$ cat src/rtl/led_share_sched.sv
// led_share_sched: round-robin time-sharing of one RGB LED between N_REQ
// requesters, with global PWM brightness and an idle colour-cycling pattern.
module led_share_sched #(
   parameter int unsigned N_REQ     = 4,
   parameter int unsigned PWM_W     = 8,
   parameter int unsigned HOLD_W    = 32,
   parameter int unsigned IDLE_STEP = 24_000_000
) (
   input  logic                     i_clk,
   input  logic                     i_rst,
   input  logic [N_REQ-1:0]         i_req,
   input  logic [3*N_REQ-1:0]       i_colour,
   input  logic [HOLD_W*N_REQ-1:0]  i_hold,
   input  logic [PWM_W-1:0]         i_duty,
   output logic [N_REQ-1:0]         o_grant,
   output logic                     o_busy,
   output logic                     o_ledr,
   output logic                     o_ledg,
   output logic                     o_ledb
);

   localparam int unsigned IDX_W  = $clog2(N_REQ);
   localparam int unsigned STEP_W = (IDLE_STEP > 1) ? $clog2(IDLE_STEP) : 1;
   localparam logic [IDX_W-1:0]  LAST_RST  = IDX_W'(N_REQ - 1);
   localparam logic [STEP_W-1:0] STEP_LAST = STEP_W'(IDLE_STEP - 1);

   typedef enum logic [1:0] {
      S_IDLE = 2'd0,
      S_SHOW = 2'd1,
      S_GAP  = 2'd2
   } state_t;

   state_t              state, state_nxt;
   logic [IDX_W-1:0]    last, last_nxt;
   logic [2:0]          idle_col, idle_col_nxt;
   logic [STEP_W-1:0]   step_cnt, step_cnt_nxt;
   logic [HOLD_W-1:0]   hold_cnt, hold_cnt_nxt;
   logic [HOLD_W-1:0]   cap_hold, cap_hold_nxt;
   logic [2:0]          cap_col, cap_col_nxt;
   logic [PWM_W-1:0]    pwm_cnt;
   logic [N_REQ-1:0]    grant_nxt;

   logic                any_req_c;
   logic [IDX_W-1:0]    win_c;
   logic [N_REQ-1:0]    win_oh_c;
   logic [2:0]          sel_col_c;
   logic [HOLD_W-1:0]   sel_hold_c;
   logic [2:0]          disp_c;
   logic                hold_done_c;
   logic                pwm_on_c;

   // Round-robin search starting just after the last winner, plus winner's payload
   always_comb begin
      int unsigned idx;
      idx        = 0;
      any_req_c  = 1'b0;
      win_c      = '0;
      win_oh_c   = '0;
      sel_col_c  = '0;
      sel_hold_c = '0;
      for (int unsigned i = 1; i <= N_REQ; i++) begin
         idx = 32'(last) + i;
         if (idx >= N_REQ) idx = idx - N_REQ;
         if (!any_req_c && i_req[IDX_W'(idx)]) begin
            any_req_c = 1'b1;
            win_c     = IDX_W'(idx);
         end
      end
      for (int k = 0; k < int'(N_REQ); k++) begin
         if (win_c == IDX_W'(k)) begin
            win_oh_c[k] = 1'b1;
            sel_col_c   = i_colour[3*k +: 3];
            sel_hold_c  = i_hold[HOLD_W*k +: HOLD_W];
         end
      end
   end

   // SHOW ends after max(hold,1) cycles; PWM compare is against the live duty
   assign hold_done_c = (cap_hold <= HOLD_W'(1)) || (hold_cnt == cap_hold - HOLD_W'(1));
   assign pwm_on_c    = (pwm_cnt < i_duty);

   // Next-state, arbitration and displayed-colour selection
   always_comb begin
      state_nxt    = state;
      last_nxt     = last;
      idle_col_nxt = idle_col;
      step_cnt_nxt = step_cnt;
      hold_cnt_nxt = hold_cnt;
      cap_hold_nxt = cap_hold;
      cap_col_nxt  = cap_col;
      grant_nxt    = '0;
      disp_c       = 3'b000;
      unique case (state)
         S_IDLE: begin
            disp_c = idle_col;
            if (any_req_c) begin
               state_nxt    = S_SHOW;
               last_nxt     = win_c;
               cap_col_nxt  = sel_col_c;
               cap_hold_nxt = sel_hold_c;
               hold_cnt_nxt = '0;
               grant_nxt    = win_oh_c;
            end else if (step_cnt == STEP_LAST) begin
               step_cnt_nxt = '0;
               idle_col_nxt = idle_col + 3'd1;
            end else begin
               step_cnt_nxt = step_cnt + STEP_W'(1);
            end
         end
         S_SHOW: begin
            disp_c = cap_col;
            if (hold_done_c) begin
               state_nxt = S_GAP;
            end else begin
               hold_cnt_nxt = hold_cnt + HOLD_W'(1);
            end
         end
         S_GAP: begin
            disp_c = 3'b000;
            if (any_req_c) begin
               state_nxt    = S_SHOW;
               last_nxt     = win_c;
               cap_col_nxt  = sel_col_c;
               cap_hold_nxt = sel_hold_c;
               hold_cnt_nxt = '0;
               grant_nxt    = win_oh_c;
            end else begin
               state_nxt    = S_IDLE;
               step_cnt_nxt = '0;
               idle_col_nxt = '0;
            end
         end
         default: state_nxt = S_IDLE;
      endcase
   end

   // State, datapath and registered outputs
   always_ff @(posedge i_clk) begin
      if (i_rst) begin
         state    <= S_IDLE;
         last     <= LAST_RST;
         idle_col <= '0;
         step_cnt <= '0;
         hold_cnt <= '0;
         cap_hold <= '0;
         cap_col  <= '0;
         pwm_cnt  <= '0;
         o_grant  <= '0;
         o_busy   <= 1'b0;
         o_ledr   <= 1'b0;
         o_ledg   <= 1'b0;
         o_ledb   <= 1'b0;
      end else begin
         state    <= state_nxt;
         last     <= last_nxt;
         idle_col <= idle_col_nxt;
         step_cnt <= step_cnt_nxt;
         hold_cnt <= hold_cnt_nxt;
         cap_hold <= cap_hold_nxt;
         cap_col  <= cap_col_nxt;
         pwm_cnt  <= pwm_cnt + PWM_W'(1);
         o_grant  <= grant_nxt;
         o_busy   <= (state != S_IDLE);
         {o_ledr, o_ledg, o_ledb} <= disp_c & {3{pwm_on_c}};
      end
   end

endmodule

$ cat config.mk
export PLATFORM = sky130hd
export DESIGN_NAME = led_share_sched
export DESIGN_NICKNAME = d
export VERILOG_FILES = /design/src/rtl/led_share_sched.sv
export SDC_FILE = /design/constraint.sdc
export NUM_CORES = 1
export LEC_CHECK = 0
export ABC_CLOCK_PERIOD_IN_PS = 8800
export CORE_MARGIN = 2
export CORE_UTILIZATION = 42
export CTS_BUF_LIST = sky130_fd_sc_hd__clkbuf_8
export DETAILED_ROUTE_END_ITERATION = 10
export PLACE_DENSITY = 0.68
export SLEW_MARGIN = 20
export SYNTH_ARGS = -nofsm -noshare
export SYNTH_HDL_FRONTEND = slang
export SYNTH_SLANG_ARGS = --single-unit
$ cat constraint.sdc
create_clock -name i_clk -period 8.8 [get_ports i_clk]
set_input_delay 2.64 -clock i_clk [delete_from_list [all_inputs] [get_ports i_clk]]
set_output_delay 2.64 -clock i_clk [all_outputs]
set_load 0.02 [all_outputs]
==> flow_summary.toml <==
[worst_setup_path]
slowest_delay_ps = 880
critPathCaptureType = "register"
path_class = "input port to register"
critPathBufInv = 1
path_cells = "clkdlybuf4s50_1 -> nor4_1 -> nand2b_1 -> nor3_2 -> nand2_1 -> or3_1 -> or3_1 -> or3_1 -> a21oi_1"
critPathLaunchType = "input port"
cp_max_fo = 5
crit_path_start = "i_req[0]"
crit_family = "simple AND/OR/NAND/NOR gates"
path_common_cell = "or3_1"
worstPathArrival_ps = 6170
required_ps = 9170
cp_slowest_cell = "nor4_1"
r2r-start = "cap_hold[0]"

[clock_network]
cts_sinks = 115
cts-root-buf = "clkbuf_8"
clk_pin_slew_ps = 70
cts_tree = "built"
clock_latency_ps = 450
cts_hold_buf = 0
htreeDepth = 4
clockBufferDepth = 2
numCtsBuffers = 17
post-cts-setup-buffer-count = 0
ctsResizeCount = 0

[global_routing]
grt_max_degree = 64
gr-usage-all-layers_pct = 23.8
antenna_found_initial = 0
grt_pass1_wl_um = 35600
grt_pass1_vias = 7117
gr-total-overflow = 0

[detailed_routing]
drt-initial-drc-count = 642
vias_per_cell = 5.69
wl_met1_um = 10400
drt_wl_total_um = 21900
met3_length_um = 1390
dr.pass1.iters = 5
ant_nets = 0
wl_per_cell_um = 16.2
num_vias = 7699
highest_layer = "met4"
drc = 0
dr_wl_met2_um = 9850

[place]
io_buffers = 161
place_area_um2 = 9210
gp_congestion = 0.968
dp_cells = 1322
place_hpwl_um = 16200

[synth]
yosysMostFrequentCell = "nand2_1"
postSynthAreaPerCell_um2 = 7.55
synth_sequential_area_ratio_pct = 30.6
synth_flop_cell = "dfxtp_1"
synth-seq-cells = 115
yosysTopAreaCellShare_pct = 30.6
synth_nets = 1163
ys_top_cells_by_area = "dfxtp_1 31%, nand2_1 8.9%, nor2_1 4.3%"
synth_edf_count = 0
ys_warn_count = 0
synthTopCellsByCount = "179 x nand2_1, 115 x dfxtp_1, 87 x nor2_1"
synth_top_area_cell = "dfxtp_1"
synthCells = 996
yosysUniqueCellTypes = 74
async_flop_share_pct = 0
syn-cell-area_um2 = 7520

[sta]
fin_tns_setup_ps = 0
finalHoldViolations = 0
fin_skew_ps = 13.4
drv_slew = 0
fin_crit_sh_pct = 65.9
relSlewSlack_pct = 33.8
rsz0062_at_grt = "false"
setup_viol = 0
tightest_slew_ps = 984
max_freq_mhz = 172
min_period_ps = 5800

[cells_and_area]
n_antenna_cell = 0
drive_gt1_share_pct = 5.85
fin_nets = 1283
syn2layout_area_growth_pct = 28.0
fillers = 1649
instances_no_fill = 1353
final_cell_area_um2 = 9630
postLayoutCoreUtil_pct = 55.3

[pwr]
power_density_nw_per_um2 = 162
ir_drop_v = 0.0000837
total_power_mw = 1.56
p_leak_nw = 3.52

[floorplanning]
die_height_um = 138
die_w_um = 138
ios = 162
initial_core_util_pct = 43.2
core_um2 = 17400
fp.dieArea_um2 = 19000
rows = 48

[run]
cap_violations = 0

[status]
status = "completed"

[worst_hold_path]
min-delay-start = "pwm_cnt[0]"
min_path_type = "register to register"
worst paths after layout:
kind,depth (start not counted),end,slack (ps)
worst max-delay path,9,step_cnt[21],3000
worst min-delay path,1,pwm_cnt[0],460
worst max register to register,12,hold_cnt[22],4420
worst min register to register,1,pwm_cnt[0],460
stage by stage:
stage / worst slack, ps / hold WS (ps)
3_5_place_dp: 2620 / 447
2_1_floorplan: 3790 / 421
4_1_cts: 3100 / 464
3_3_place_gp: 2740 / 447
5_1_grt: 2720 / 495
6_report: 3000 / 456
flip-flops by register name (all words and copies together), names as in the netlist:
signal    cells
cap_col       3
cap_hold     32
hold_cnt     32
idle_col      3
last          2
o_busy        1
o_grant       4
o_ledb        1
o_ledg        1
o_ledr        1
pwm_cnt       8
state         2
step_cnt     25
kinds of logic after synthesis:
family,Yosys count,share of synthesized area (%)
AND/OR/NAND/NOR,462,29.8
AO/OA/AOI/OAI,243,23.7
flip-flops,115,30.6
buffers and inverters,93,5.24
XOR/XNOR,57,6.64
multiplexers,13,1.78
adder cells (fa/ha/maj),13,2.16
metal layers:
metal | vias up | track usage [%]
li1 | 3880 | -
met2 | 238 | 37.5
met1 | 3560 | 32.4
met4 | 0 | 6.69
met3 | 21 | 5.74
met5 | - | 0
cell type report:
type                    instances  area, um^2  area share, %
well taps                     225         282           2.92
clock inverters                11         136           1.42
clock buffers                  20         275           2.86
multi-input cells             788        4870           50.6
repair buffers                169        1670           17.3
inverters                      25        93.8          0.975
flip-flops and latches        115        2300           23.9
cell usage in the layout, fill, tap and decap left out, types with 5 or more instances in the layout:
cell             instances
o2111ai_1               18
nor2_1                  86
xor2_1                  25
nand2b_1                 9
xnor2_1                 32
nor3_1                  26
a221o_1                 18
and2_1                  16
a311oi_1                17
a31oi_1                  6
a211oi_1                20
or4_1                    7
inv_1                   26
and4_1                   5
nor4_1                  15
o21ai_0                 51
mux2i_1                 10
nand3_1                 33
nand4_1                 17
o21ai_1                  5
and3_1                  13
a21o_1                   6
nand2_1                179
buf_4                    8
clkbuf_8                20
a2111o_1                18
nor2b_1                  8
a21oi_2                  5
clkdlybuf4s50_1        160
a21oi_1                 43
or3_1                   21
dfxtp_1                115
ha_1                    13
power breakdown:
part	leakage, nW	internal, mW	switching (mW)
sequential	0.937	0.550	0.0476
clock	0.213	0.297	0.217
combinational	2.37	0.202	0.242
Power figures use the tool's default switching activity.
==> variant (same settings) <==
`cap_hold` no longer has a reset.
--- a/src/rtl/led_share_sched.sv
+++ b/src/rtl/led_share_sched.sv
@@ -144,3 +144,2 @@
          hold_cnt <= '0;
-         cap_hold <= '0;
          cap_col  <= '0;
@@ -158,3 +157,2 @@
          hold_cnt <= hold_cnt_nxt;
-         cap_hold <= cap_hold_nxt;
          cap_col  <= cap_col_nxt;
@@ -167,2 +165,6 @@
 
+   always_ff @(posedge i_clk) begin
+      cap_hold <= cap_hold_nxt;
+   end
+
 endmodule
Behaviour: same outputs for any inputs over 4 cycles, from zero or initial values and one cycle with i_rst high; that may be too few to reach the edited logic, so the function may still have changed.
==> variant against the unedited design <==
- power shrank 3.4%
- register-to-register slack improved by 0.13 ns
- core utilization barely moved
- via count is 6.9% lower
- synthesized cell count down 7.5%
- highest routed layer unchanged
- critical path type unchanged
- area after synthesis hardly changed
- sequential cell count stayed put
- routed wire length shrank 7.9%
- die area is 0.10% higher
- setup slack better by 0.21 ns
- non-clock buffer count stayed put
- combinational power decreased by 22%
- cell area about the same
==> variant: results (changes against the unedited design) <==
* Most area-consuming cells after synthesis: sky130_fd_sc_hd__dfxtp_1, sky130_fd_sc_hd__edfxtp_1, sky130_fd_sc_hd__nand2_1 (was sky130_fd_sc_hd__dfxtp_1, sky130_fd_sc_hd__nand2_1, sky130_fd_sc_hd__nor2_1)
* Worst R2R Start: cap_hold[0] (unchanged)
* Worst-Margin Slew at 0.822 ns (was 0.984 ns)
* Syn nets at 1088 (was 1163)
* Global router's overall resource usage at 0.217 (was 0.238)
* Hpwl dp at 15400 um (was 16200 um)
* Reg2reg setup slack at 4.55 ns (was 4.42 ns)
* Maximum VDD drop at 0.000115 V (was 0.0000837 V)
* Via count of the first global-routing pass at 6537 (was 7117)
* Wire length of the first global-routing pass at 32400 um (was 35600 um)
* Combinational fraction of design power at 0.232 (was 0.285)
* Number of fill cells in the layout at 1631 (was 1649)
* CP top delay family: simple AND/OR/NAND/NOR gates (unchanged)
* Synth Area in XOR/XNOR at 0.0710 (was 0.0664)
* Post-detailed-placement cell area at 9210 sq um (about the same)
* EDFF count, synth at 32 (was 0)
* Critical Path Slowest Stage Cell: sky130_fd_sc_hd__nor2_1 (was sky130_fd_sc_hd__nor4_1)
* Crit Path Max Fanout at 41 (was 5)
* Nets at 1215 (was 1283)
* Worst setup path start: i_req[1] (was i_req[0])
* Violation count after the first detailed-routing iteration at 390 (was 642)
* Power spent charging and discharging nets at 0.443 mW (was 0.507 mW)
* Sequential element share of the synthesized area at 0.348 (was 0.306)
* Leakage power at 3.49 nW (was 3.52 nW)
* Drt wl/cell at 15.7 um (was 16.2 um)
* Buffer depth of the longest clock path at 2 (unchanged)
* Final Wtd Congestion at 0.907 (was 0.968)
* Data arrival, critical path at 5.95 ns (was 6.17 ns)
* Detail-routed via count per cell at 5.58 (was 5.69)
* Status: completed (unchanged)
* Power consumed by the clock network at about 0.5 mW
* Most frequent cells after synthesis: sky130_fd_sc_hd__nand2_1, sky130_fd_sc_hd__dfxtp_1, sky130_fd_sc_hd__nor2_1 (unchanged)
* Share of the synthesized area in compound gates (AO/OA/AOI/OAI) at 0.215 (was 0.237)
* Clock Skews at 0.0107 ns (was 0.0134 ns)
* Distinct cell type count after synthesis at 79 (was 74)
* Post-synthesis mux area share at 0.00798 (was 0.0178)
variant: cell count changes after synthesis, moves of 20 or more:
cell,delta
sky130_fd_sc_hd__and2_1,+20
sky130_fd_sc_hd__nand2_1,-46
sky130_fd_sc_hd__o21ai_0,-30
sky130_fd_sc_hd__dfxtp_1,-32
sky130_fd_sc_hd__edfxtp_1,+32
sky130_fd_sc_hd__a31oi_1,+28
variant: final cells by class:
class	instances	share of cell area
Multi-Input combinational cell	714	0.469
Inverter	31	0.0121
Tap cell	225	0.0293
Clock inverter	12	0.0144
Sequential cell	115	0.272
Clock buffer	20	0.0286
Timing Repair Buffer	169	0.174
variant: worst paths after layout:
check | cells after the start | to
max | 8 | hold_cnt[28]
min | 1 | pwm_cnt[0]
max reg2reg | 11 | hold_cnt[4]
min reg2reg | 1 | pwm_cnt[0]
variant: routing by layer:
layer / track usage / part of all wire / vias to the layer above
li1: - / - / 3637
met1: 0.292 / 0.46 / 3262
met2: 0.335 / 0.45 / 239
met3: 0.0559 / 0.064 / 33
met4: 0.0788 / 0.022 / 0
met5: 0 / 0 / -
variant: through the flow:
stage	power (mW)	worst slack (ns)	utilization	hold slack, ns	std cells
after floorplan	0.866	4.09	-	0.421	921
after global placement	0.999	2.94	0.529	0.440	1254
after detailed placement	1.00	2.83	0.529	0.461	1254
after CTS	1.52	3.30	0.553	0.476	1286
after global routing	1.58	2.96	0.553	0.509	1286
final	1.50	3.21	0.553	0.472	1286
variant: cell families (layout without fill, tap and decap cells):
logic type | count (synthesis) | in the layout
buffers and inverters | 92 | 232
XOR/XNOR | 61 | 61
AND/OR/NAND/NOR | 409 | 409
AO/OA/AOI/OAI | 225 | 225
flip-flops | 115 | 115
multiplexers | 6 | 6
adder cells (fa/ha/maj) | 13 | 13
